--- src/rtl/qed_issue_sched_if.sv ---
// Handshake bundle between the fetch side, the issue scheduler and the core.
//   slave  : scheduler view (fetch/commit/stall in, issue and status out)
//   master : environment view (drives fetch/commit/stall, observes issue)
//   ifu_instr/ifu_valid/ifu_ready : fetch handshake
//   exec_dup                      : commit request into the duplicate phase
//   pipe_stall                    : core back-pressure, freezes the scheduler
//   qed_instr/qed_vld             : registered instruction to decode
//   sif_commit/sif_commit_pulsed  : duplicate-phase level and entry pulse
//   qed_num_orig/qed_num_dup      : originals accepted / duplicates issued
//   qed_check_valid/qic_full      : check window open / duplicate queue full
interface qed_issue_sched_if #(
    parameter int CNT_W = 4
);
    logic [31:0]      ifu_instr;
    logic             ifu_valid;
    logic             ifu_ready;
    logic             exec_dup;
    logic             pipe_stall;
    logic [31:0]      qed_instr;
    logic             qed_vld;
    logic             sif_commit;
    logic             sif_commit_pulsed;
    logic [CNT_W-1:0] qed_num_orig;
    logic [CNT_W-1:0] qed_num_dup;
    logic             qed_check_valid;
    logic             qic_full;

    modport master (
        output ifu_instr, ifu_valid, exec_dup, pipe_stall,
        input  ifu_ready, qed_instr, qed_vld, sif_commit, sif_commit_pulsed,
               qed_num_orig, qed_num_dup, qed_check_valid, qic_full
    );

    modport slave (
        input  ifu_instr, ifu_valid, exec_dup, pipe_stall,
        output ifu_ready, qed_instr, qed_vld, sif_commit, sif_commit_pulsed,
               qed_num_orig, qed_num_dup, qed_check_valid, qic_full
    );
endinterface

--- src/rtl/qed_issue_sched.sv ---
// SQED instruction-issue scheduler. Issues original instructions while
// queueing their register-remapped duplicates, replays the duplicates on a
// commit request, waits out a pipeline drain and then opens the check window.
//   clk  : system clock
//   rst  : synchronous active-high reset
//   bus  : qed_issue_sched_if.slave (fetch handshake, commit, stall, issue
//          outputs and status flags)
//
// state    | meaning
// ---------+-------------------------------------------------------------
// ST_ORIG  | accept originals, issue them, enqueue their duplicates
// ST_DUP   | issue queued duplicates in fetch order, one per cycle
// ST_DRAIN | issue NOPs for DRAIN_CYCLES cycles so the pipeline empties
// ST_DONE  | check window open, NOPs only, held until reset
module qed_issue_sched #(
    parameter int          DEPTH        = 8,
    parameter int          CNT_W        = $clog2(DEPTH) + 1,
    parameter int          DRAIN_CYCLES = 5,
    parameter logic [31:0] NOP          = 32'h0000_0013
) (
    input  logic                clk,
    input  logic                rst,
    qed_issue_sched_if.slave    bus
);
    localparam int PTR_W = $clog2(DEPTH);
    localparam int OCC_W = PTR_W + 1;

    localparam logic [6:0] OP_R   = 7'b0110011;
    localparam logic [6:0] OP_I   = 7'b0010011;
    localparam logic [6:0] OP_LUI = 7'b0110111;

    typedef enum logic [1:0] {ST_ORIG, ST_DUP, ST_DRAIN, ST_DONE} state_t;

    state_t             state_q, state_d;
    logic [PTR_W-1:0]   head_q, head_d, tail_q, tail_d;
    logic [OCC_W-1:0]   occ_q, occ_d;
    logic [3:0]         drain_q, drain_d;
    logic [31:0]        instr_q, instr_d;
    logic               vld_q, vld_d;
    logic               commit_q, commit_d;
    logic               pulse_q, pulse_d;
    logic               check_q, check_d;
    logic [CNT_W-1:0]   num_orig_q, num_orig_d;
    logic [CNT_W-1:0]   num_dup_q, num_dup_d;
    logic [31:0]        mem_q [DEPTH];

    logic               q_full, q_empty;
    logic               ready, accept, commit_go;
    logic               supported;
    logic [31:0]        orig_fix, dup_fix, dup_raw;
    logic [6:0]         opcode;

    // Duplicate transform: nonzero register fields move from x1..x15 to
    // x17..x31 by setting bit 4; x0 is left alone so its semantics survive.
    assign opcode    = bus.ifu_instr[6:0];
    assign supported = (opcode == OP_R) || (opcode == OP_I) || (opcode == OP_LUI);

    always_comb begin
        dup_raw = bus.ifu_instr;
        dup_raw[11] = bus.ifu_instr[11] | (|bus.ifu_instr[11:7]);
        if (opcode == OP_R || opcode == OP_I) begin
            dup_raw[19] = bus.ifu_instr[19] | (|bus.ifu_instr[19:15]);
        end
        if (opcode == OP_R) begin
            dup_raw[24] = bus.ifu_instr[24] | (|bus.ifu_instr[24:20]);
        end
    end

    assign orig_fix = supported ? bus.ifu_instr : NOP;
    assign dup_fix  = supported ? dup_raw : NOP;

    assign q_full    = (occ_q == OCC_W'(DEPTH));
    assign q_empty   = (occ_q == '0);
    assign ready     = (state_q == ST_ORIG) && !q_full && !bus.exec_dup && !bus.pipe_stall;
    assign accept    = bus.ifu_valid && ready;
    assign commit_go = (state_q == ST_ORIG) && bus.exec_dup && !q_empty && !bus.pipe_stall;

    // State register and datapath registers.
    always_ff @(posedge clk) begin
        if (rst) begin
            state_q    <= ST_ORIG;
            head_q     <= '0;
            tail_q     <= '0;
            occ_q      <= '0;
            drain_q    <= '0;
            instr_q    <= NOP;
            vld_q      <= 1'b0;
            commit_q   <= 1'b0;
            pulse_q    <= 1'b0;
            check_q    <= 1'b0;
            num_orig_q <= '0;
            num_dup_q  <= '0;
        end else begin
            state_q    <= state_d;
            head_q     <= head_d;
            tail_q     <= tail_d;
            occ_q      <= occ_d;
            drain_q    <= drain_d;
            instr_q    <= instr_d;
            vld_q      <= vld_d;
            commit_q   <= commit_d;
            pulse_q    <= pulse_d;
            check_q    <= check_d;
            num_orig_q <= num_orig_d;
            num_dup_q  <= num_dup_d;
        end
    end

    // Queue storage needs no reset: only entries between head and tail are read.
    always_ff @(posedge clk) begin
        if (accept && !rst) begin
            mem_q[tail_q] <= dup_fix;
        end
    end

    // Next-state logic.
    always_comb begin
        state_d = state_q;
        if (!bus.pipe_stall) begin
            case (state_q)
                ST_ORIG:  if (commit_go) state_d = ST_DUP;
                ST_DUP:   if (occ_q == OCC_W'(1)) state_d = ST_DRAIN;
                ST_DRAIN: if (drain_q == '0) state_d = ST_DONE;
                default:  state_d = ST_DONE;
            endcase
        end
    end

    // Datapath / output next values. A stall holds everything except the
    // commit pulse, which always falls back to 0.
    always_comb begin
        head_d     = head_q;
        tail_d     = tail_q;
        occ_d      = occ_q;
        drain_d    = drain_q;
        instr_d    = instr_q;
        vld_d      = vld_q;
        commit_d   = commit_q;
        pulse_d    = 1'b0;
        check_d    = check_q;
        num_orig_d = num_orig_q;
        num_dup_d  = num_dup_q;
        if (!bus.pipe_stall) begin
            case (state_q)
                ST_ORIG: begin
                    instr_d = accept ? orig_fix : NOP;
                    vld_d   = accept;
                    if (accept) begin
                        tail_d     = tail_q + PTR_W'(1);
                        occ_d      = occ_q + OCC_W'(1);
                        num_orig_d = (num_orig_q == '1) ? num_orig_q : num_orig_q + CNT_W'(1);
                    end
                    if (commit_go) begin
                        commit_d = 1'b1;
                        pulse_d  = 1'b1;
                    end
                end
                ST_DUP: begin
                    instr_d   = mem_q[head_q];
                    vld_d     = 1'b1;
                    head_d    = head_q + PTR_W'(1);
                    occ_d     = occ_q - OCC_W'(1);
                    num_dup_d = (num_dup_q == '1) ? num_dup_q : num_dup_q + CNT_W'(1);
                    if (occ_q == OCC_W'(1)) begin
                        drain_d = 4'(DRAIN_CYCLES);
                    end
                end
                ST_DRAIN: begin
                    instr_d = NOP;
                    vld_d   = 1'b0;
                    if (drain_q == '0) begin
                        check_d = 1'b1;
                    end else begin
                        drain_d = drain_q - 4'd1;
                    end
                end
                default: begin
                    instr_d = NOP;
                    vld_d   = 1'b0;
                    check_d = 1'b1;
                end
            endcase
        end
    end

    assign bus.ifu_ready         = ready;
    assign bus.qed_instr         = instr_q;
    assign bus.qed_vld           = vld_q;
    assign bus.sif_commit        = commit_q;
    assign bus.sif_commit_pulsed = pulse_q;
    assign bus.qed_num_orig      = num_orig_q;
    assign bus.qed_num_dup       = num_dup_q;
    assign bus.qed_check_valid   = check_q;
    assign bus.qic_full          = q_full;
endmodule

--- src/flat_wrapper.sv ---
// flat-port wrapper written by rule: the top's interface ports become plain ports
module qed_issue_sched_flat 
#(
    parameter int          DEPTH        = 8,
    parameter int          CNT_W        = $clog2(DEPTH) + 1,
    parameter int          DRAIN_CYCLES = 5,
    parameter logic [31:0] NOP          = 32'h0000_0013
)
  (clk, rst, bus_ifu_instr, bus_ifu_valid, bus_exec_dup, bus_pipe_stall, bus_ifu_ready, bus_qed_instr, bus_qed_vld, bus_sif_commit, bus_sif_commit_pulsed, bus_qed_num_orig, bus_qed_num_dup, bus_qed_check_valid, bus_qic_full);
  qed_issue_sched_if #(.CNT_W(CNT_W)) bus_i ();
  input  logic clk;
  input  logic rst;
  input wire logic [$bits(bus_i.ifu_instr)-1:0] bus_ifu_instr;
  input wire logic [$bits(bus_i.ifu_valid)-1:0] bus_ifu_valid;
  input wire logic [$bits(bus_i.exec_dup)-1:0] bus_exec_dup;
  input wire logic [$bits(bus_i.pipe_stall)-1:0] bus_pipe_stall;
  output wire logic [$bits(bus_i.ifu_ready)-1:0] bus_ifu_ready;
  output wire logic [$bits(bus_i.qed_instr)-1:0] bus_qed_instr;
  output wire logic [$bits(bus_i.qed_vld)-1:0] bus_qed_vld;
  output wire logic [$bits(bus_i.sif_commit)-1:0] bus_sif_commit;
  output wire logic [$bits(bus_i.sif_commit_pulsed)-1:0] bus_sif_commit_pulsed;
  output wire logic [$bits(bus_i.qed_num_orig)-1:0] bus_qed_num_orig;
  output wire logic [$bits(bus_i.qed_num_dup)-1:0] bus_qed_num_dup;
  output wire logic [$bits(bus_i.qed_check_valid)-1:0] bus_qed_check_valid;
  output wire logic [$bits(bus_i.qic_full)-1:0] bus_qic_full;
  assign bus_i.ifu_instr = bus_ifu_instr;
  assign bus_i.ifu_valid = bus_ifu_valid;
  assign bus_i.exec_dup = bus_exec_dup;
  assign bus_i.pipe_stall = bus_pipe_stall;
  assign bus_ifu_ready = bus_i.ifu_ready;
  assign bus_qed_instr = bus_i.qed_instr;
  assign bus_qed_vld = bus_i.qed_vld;
  assign bus_sif_commit = bus_i.sif_commit;
  assign bus_sif_commit_pulsed = bus_i.sif_commit_pulsed;
  assign bus_qed_num_orig = bus_i.qed_num_orig;
  assign bus_qed_num_dup = bus_i.qed_num_dup;
  assign bus_qed_check_valid = bus_i.qed_check_valid;
  assign bus_qic_full = bus_i.qic_full;
  qed_issue_sched #(.DEPTH(DEPTH), .CNT_W(CNT_W), .DRAIN_CYCLES(DRAIN_CYCLES), .NOP(NOP)) u_core (.clk(clk), .rst(rst), .bus(bus_i));
endmodule
--- config.mk ---
export PLATFORM = sky130hd
export DESIGN_NAME = qed_issue_sched_flat
export DESIGN_NICKNAME = d
export VERILOG_FILES = /design/src/rtl/qed_issue_sched_if.sv /design/src/rtl/qed_issue_sched.sv /design/src/flat_wrapper.sv
export SDC_FILE = /design/constraint.sdc
export NUM_CORES = 1
export LEC_CHECK = 0
export CORE_AREA = 2 2 170 172
export DETAILED_ROUTE_END_ITERATION = 10
export DIE_AREA = 0 0 172 174
export SYNTH_ARGS = -nofsm -noshare
export SYNTH_HDL_FRONTEND = slang
export SYNTH_SLANG_ARGS = --single-unit
--- constraint.sdc ---
create_clock -name clk -period 6.2 [get_ports clk]
set_clock_uncertainty 0.15 [all_clocks]
set_input_delay 0.93 -clock clk [delete_from_list [all_inputs] [get_ports clk]]
set_output_delay 0.93 -clock clk [all_outputs]
set_load 0.03 [all_outputs]
## After elaboration in Yosys (flattened, before gate mapping)

Memory sizes are Yosys's and may differ from the RTL's. A register that Yosys moved wholly into a read port is not among the register bits.
Index checks and enable logic that the tools add are counted.

- Register bits after elaboration: 60
- RAM bits: 256
- Input bits: 37
- Logic and storage cells: 99
- Memories kept: 1

Memory list:

| memory | depth | bits a word | rd ports | clocked after Yosys merged registers in | write ports | RTL line | RTL |
|---|---|---|---|---|---|---|---|
| u_core.mem_q | 8 | 32 | 1 | 1 | 1 | qed_issue_sched.sv:45 | `logic [31:0] mem_q [DEPTH];` |

- Add/sub/neg operators: 7
- Equality and inequality tests: 14
- Mux-type cells: 23
- Bitwise operators: 8
- Reduce and logical (&&, ||, !) cells: 34

Operator list:

| operator | number |
|---|---|
| 32-bit two-way mux | 3 |
| 32-bit case mux with 2 select lines | 1 |
| 4-bit case mux with 2 select lines | 2 |
| 3-bit AND reduction | 5 |
| 5-bit OR reduction | 3 |
| 7-bit by 6-bit == test with 1-bit output, second input constant | 2 |
| 4-bit by 1-bit adder with 4-bit output, second input constant | 3 |
| 4-bit == test, second input constant | 3 |
| 4-bit two-way mux | 3 |
| 4-bit AND reduction | 3 |
| 1-bit logical AND | 8 |
| 4-bit zero test | 2 |
| 2-bit by 1-bit inequality test with 1-bit output, second input constant | 4 |
| 4-bit by 1-bit subtractor with 4-bit output, second input constant | 2 |
| 7-bit by 5-bit == test with 1-bit output, second input constant | 1 |
| 3-bit by 1-bit adder with 3-bit output, second input constant | 2 |
| 1-bit two-way mux | 6 |
| 2-bit two-way mux | 3 |
| 3-bit two-way mux | 2 |
| 2-bit case mux with 3 select lines | 1 |
| 1-bit zero test | 5 |
| 1-bit NOT | 5 |
| 4-bit by 1-bit == test with 1-bit output, second input constant | 1 |
| 1-bit case mux with 2 select lines | 2 |
| 10 further kinds | 14 |

## Logic depth before layout (Yosys ltp)

- Word-level depth: 9
- Mapped depth: 8
- Depth with buffers taken out: 6

## Least setup slack after synthesis

OpenSTA, ideal clock, no wires.

- Kind: input -> register
- Start: in bus_exec_dup
- End: mem u_core.mem_q[2][0], enable pin
- Setup time: 0.513 ns
- Data arrival time: 5.069 ns
- Data required time: 5.537 ns
- Slack: 0.468 ns
- Stages: 4
- Buffers on the path: 0
- Cells stage by stage: and4bb_2 > nand2_1 > or2_2 > nor4b_1

- Word-level cells in the longest chain between the ends: 7

RTL lines:

| item | RTL line | RTL |
|---|---|---|
| from (decl) | flat_wrapper.sv:15 | `input wire logic [$bits(bus_i.exec_dup)-1:0] bus_exec_dup;` |
| 1-bit zero test | qed_issue_sched.sv:74 | `assign ready = (state_q == ST_ORIG) && !q_full && !bus.exec_dup && !bus.pipe_stall;` |
| 1-bit logical AND (2 in series) | qed_issue_sched.sv:74 |  |
| 1-bit logical AND | qed_issue_sched.sv:75 | `assign accept = bus.ifu_valid && ready;` |
| 1-bit logical AND | qed_issue_sched.sv:111 | `if (accept && !rst) begin` |
| 1-bit two-way mux | qed_issue_sched.sv:111 |  |
| 1-bit two-way mux (implied by the code) | qed_issue_sched.sv:112 | `mem_q[tail_q] <= dup_fix;` |
| to (decl) | qed_issue_sched.sv:45 |  |

Every way passes these cells.

## Worst setup path after layout

- Start: in bus_pipe_stall
- End: out bus_ifu_ready

- Word-level cells in the longest chain between the ends: 2

RTL lines:

| item | RTL line | RTL |
|---|---|---|
| from (decl) | flat_wrapper.sv:16 | `input wire logic [$bits(bus_i.pipe_stall)-1:0] bus_pipe_stall;` |
| 1-bit zero test | qed_issue_sched.sv:74 |  |
| 1-bit logical AND | qed_issue_sched.sv:74 |  |
| to (decl) | flat_wrapper.sv:17 | `output wire logic [$bits(bus_i.ifu_ready)-1:0] bus_ifu_ready;` |

Every way passes these cells.

==> impl_metrics.json <==
{
  "synth_top_area_cell": "edfxtp_1",
  "crit_fanout": 13,
  "ios": 83,
  "worstSetupEndpointType": "output port",
  "grt_pass1_wl_mm": 40.2,
  "max_freq_mhz": 262,
  "async_flop_share_pct": 0,
  "worst_pin_slew_ns": 1.26,
  "root_buffer": "clkbuf_16",
  "overflow": 0,
  "period_needed_ns": 3.81,
  "io_buffers": 82,
  "cp.buffers_inverters": 2,
  "r2r_cells": 6,
  "firstDrtPassIters": 5,
  "hp-class": "register to register",
  "gp_routability_congestion": 0.727,
  "clockPowerShare_pct": 44.6,
  "switchingPower_w": 0.000894,
  "reg2reg_to": "u_core.mem_q[5][28]",
  "path_cells": "clkdlybuf4s50_1 > nor2b_1 > nor3b_1 > clkdlybuf4s50_1",
  "antenna_found_initial": 0,
  "diodes": 0,
  "ys_warn_count": 0,
  "synthFlopType": "edfxtp_1",
  "rsz0062_at_grt": "no",
  "slew_violations": 0,
  "required_ns": 5.12,
  "drt_iter0_markers": 567,
  "peakVddDrop_uv": 235,
  "synth_top_area_share_pct": 62.0,
  "grt_pass1_vias": 7109,
  "cts_tree": "yes",
  "report.final.hold_viol_count": 0,
  "crit_slowest_cell": "clkdlybuf4s50_1",
  "critPathKind": "input port to output port",
  "grt_max_degree": 49,
  "synth_edf_count": 256,
  "cts_hold_buf": 0,
  "max_stage_delay_ns": 0.70,
  "pwr-share-comb_pct": 3.5,
  "synth-seq-area-share_pct": 72.1,
  "nNetsFinal": 890,
  "synthTopCellsByArea": "edfxtp_1 (62%), mux4_2 (12%), dfxtp_1 (10%)",
  "final_util_pct": 53.1,
  "worstHoldStart": "u_core.bus.sif_commit",
  "holdPathEnd": "u_core.bus.sif_commit",
  "p_leak_nw": 4.86,
  "vias_per_cell": 5.42,
  "swShare_pct": 20.0,
  "dp_cells": 1187,
  "drive_gt1_share_pct": 17.1,
  "hpwl_mm": 15.3,
  "critPathArrivalTime_ns": 2.73,
  "syn-instance-count": 706,
  "fin_setup_tns_ns": 0,
  "clock_latency_ns": 0.50,
  "start_kind": "input port",
  "core_area_um2": 28200,
  "ant_nets": 0,
  "seqPwrFrac_pct": 51.9,
  "cp_common_cell": "clkdlybuf4s50_1",
  "wirelength_mm": 25.8,
  "fillers": 2308,
  "reg2reg_from": "u_core.state_q[1]",
  "post_drt_wl_per_cell_um": 20.7,
  "cts_resized": 0,
  "die-area_um2": 29900,
  "power_density_nw_per_um2": 298,
  "rows": 62,
  "timing.hold.ws_ns": 0.302,
  "cts_buffer_depth": 3,
  "grt_usage_pct": 17.7,
  "route.detailed.drc": 0,
  "syn_to_final_growth_pct": 20.9,
  "cts.sinks": 319,
  "place_area_um2": 13900,
  "min_period_over_period_pct": 61.5,
  "rrSetupSlack_ns": 3.00,
  "die_y_um": 174,
  "yosysUniqueCellTypes": 50,
  "p_int_w": 0.00357,
  "syn_area_um2": 12400,
  "syn_area_per_cell_um2": 17.6,
  "fin_area_um2": 15000,
  "path_clk_slew_ns": 0.06,
  "status": "finished, final reports clean",
  "num_vias": 6761,
  "htreeDepth": 2,
  "start_util_pct": 43.9,
  "cts_setup_buffers": 0,
  "setup-violations-final": 0,
  "holdPathStages": 2,
  "synth_seq_cells": 319,
  "drv_cap": 0,
  "numCtsBuffers": 35,
  "slew_headroom_pct": 15.9,
  "stdcell_count": 1248,
  "die_w_um": 172,
  "crit_family": "buffers and inverters"
}
[flip-flops by register name, summed over array words and instances (netlist names), named ones only]
| signal | count |
|---|---|
| u_core.bus.qed_num_orig | 4 |
| u_core.drain_q | 4 |
| u_core.state_q | 2 |
| u_core.mem_q | 256 |
| u_core.occ_q | 4 |
| u_core.bus.sif_commit_pulsed | 1 |
| u_core.bus.qed_num_dup | 4 |
| u_core.bus.qed_check_valid | 1 |
| u_core.head_q | 3 |
| u_core.tail_q | 3 |
| u_core.bus.qed_instr | 32 |
| u_core.bus.sif_commit | 1 |
| u_core.bus.qed_vld | 1 |
[final cells by class]
class                   count  area, um^2  share of cell area (%)
clock buffers              51        1060                    7.08
clock inverters            10        60.1                   0.401
inverters                  11        41.3                   0.275
multi-input cells         374        3450                    23.0
flip-flops and latches    319        8950                    59.7
well taps                 384         480                    3.20
repair buffers             99         948                    6.33
[logic make-up (layout without fill, tap and decap cells)]
family / after synthesis / count (layout) / synth area share (%)
other: 2 / 40 / 0.0605
multiplexers: 72 / 72 / 12.3
flip-flops: 319 / 319 / 72.1
XOR/XNOR: 8 / 8 / 0.565
AO/OA/AOI/OAI: 97 / 97 / 5.69
AND/OR/NAND/NOR: 144 / 144 / 6.21
buffers and inverters: 51 / 171 / 1.73
adder cells (fa/ha/maj): 13 / 13 / 1.31
[power groups by stage]
stage,Combinational (W),Clock [W],Sequential [W]
2_1_floorplan,0.0000825,0,0.00237
3_3_place_gp,0.000152,0,0.00236
3_5_place_dp,0.000156,0,0.00236
4_1_cts,0.000156,0.00203,0.00232
5_1_grt,0.000170,0.00213,0.00232
6_report,0.000156,0.00199,0.00232
[worst max path at each step]
| stage | start | end | slack, ns | cells past startpoint |
|---|---|---|---|---|
| 2_1_floorplan | bus_exec_dup | u_core.mem_q[2][0] | 0.47 | 4 |
| 3_3_place_gp | bus_pipe_stall | u_core.mem_q[5][25] | 2.13 | 5 |
| 3_5_place_dp | bus_pipe_stall | u_core.mem_q[5][23] | 2.10 | 5 |
| 4_1_cts | bus_pipe_stall | bus_ifu_ready | 2.41 | 4 |
| 5_1_grt | bus_pipe_stall | bus_ifu_ready | 2.27 | 4 |
| 6_report | bus_pipe_stall | bus_ifu_ready | 2.39 | 4 |
[per-layer routing]
layer	vias up	wire [um]	global-route usage [%]	share of wire, %
met5	-	0	0	0
met4	0	480	4.76	1.9
met3	37	1370	2.80	5.3
met2	179	13300	31.1	52
met1	3475	10600	23.0	41
li1	3070	-	-	-
[placed cells by master, fill, tap and decap left out, drive strengths merged, types with 2 or more instances in the layout]
cell	n
nor4b	4
or3	4
nand2	40
conb	40
a2bb2oi	2
and4b	2
clkbuf	51
nand3b	4
nand3	7
o21a	2
nand2b	2
a31oi	4
nand4	2
ha	13
mux2i	6
nor2	23
clkdlybuf4s50	82
nor2b	7
nand4b	2
o21ai	5
clkinv	9
mux4	64
xnor2	4
a32oi	26
a22oi	29
xor2	4
and3	2
nor4	3
a21oi	20
nor3b	5
mux2	2
or4	3
and2	23
inv	12
edfxtp	256
dfxtp	63
buf	17
nor3	8
[synthesized netlist by cell type (3+ instances only)]
cell      number
nor4_1         3
a31oi_1        4
mux4_2        64
xnor2_1        4
nor2b_1        7
nor4b_1        4
buf_2         18
edfxtp_1     256
nor2_1        23
and2_1        23
a21oi_1       20
nand2_1       40
xor2_1         4
a32oi_1       26
nor3_1         8
clkbuf_1      19
or3_1          4
or4_1          3
mux2i_1        6
ha_1          13
nand3_1        7
nand3b_1       4
o21ai_0        5
nor3b_1        5
a22oi_1       29
dfxtp_1       63
inv_1         11
[per-stage QoR]
| step | total power [W] | setup slack (ns) |
|---|---|---|
| 2_1_floorplan | 0.00245 | 0.468 |
| 3_3_place_gp | 0.00251 | 2.13 |
| 3_5_place_dp | 0.00252 | 2.10 |
| 4_1_cts | 0.00451 | 2.41 |
| 5_1_grt | 0.00461 | 2.27 |
| 6_report | 0.00446 | 2.39 |
[worst reg2reg max path, cell delays in order (launching register included)]
cell	delay (ns)
dfxtp_1	0.32
inv_1	0.13
ha_1	0.34
and4bb_2	0.36
nand3_1	0.25
nor4b_2	0.90
buf_4	0.41
(Power assumes the default switching activity.)
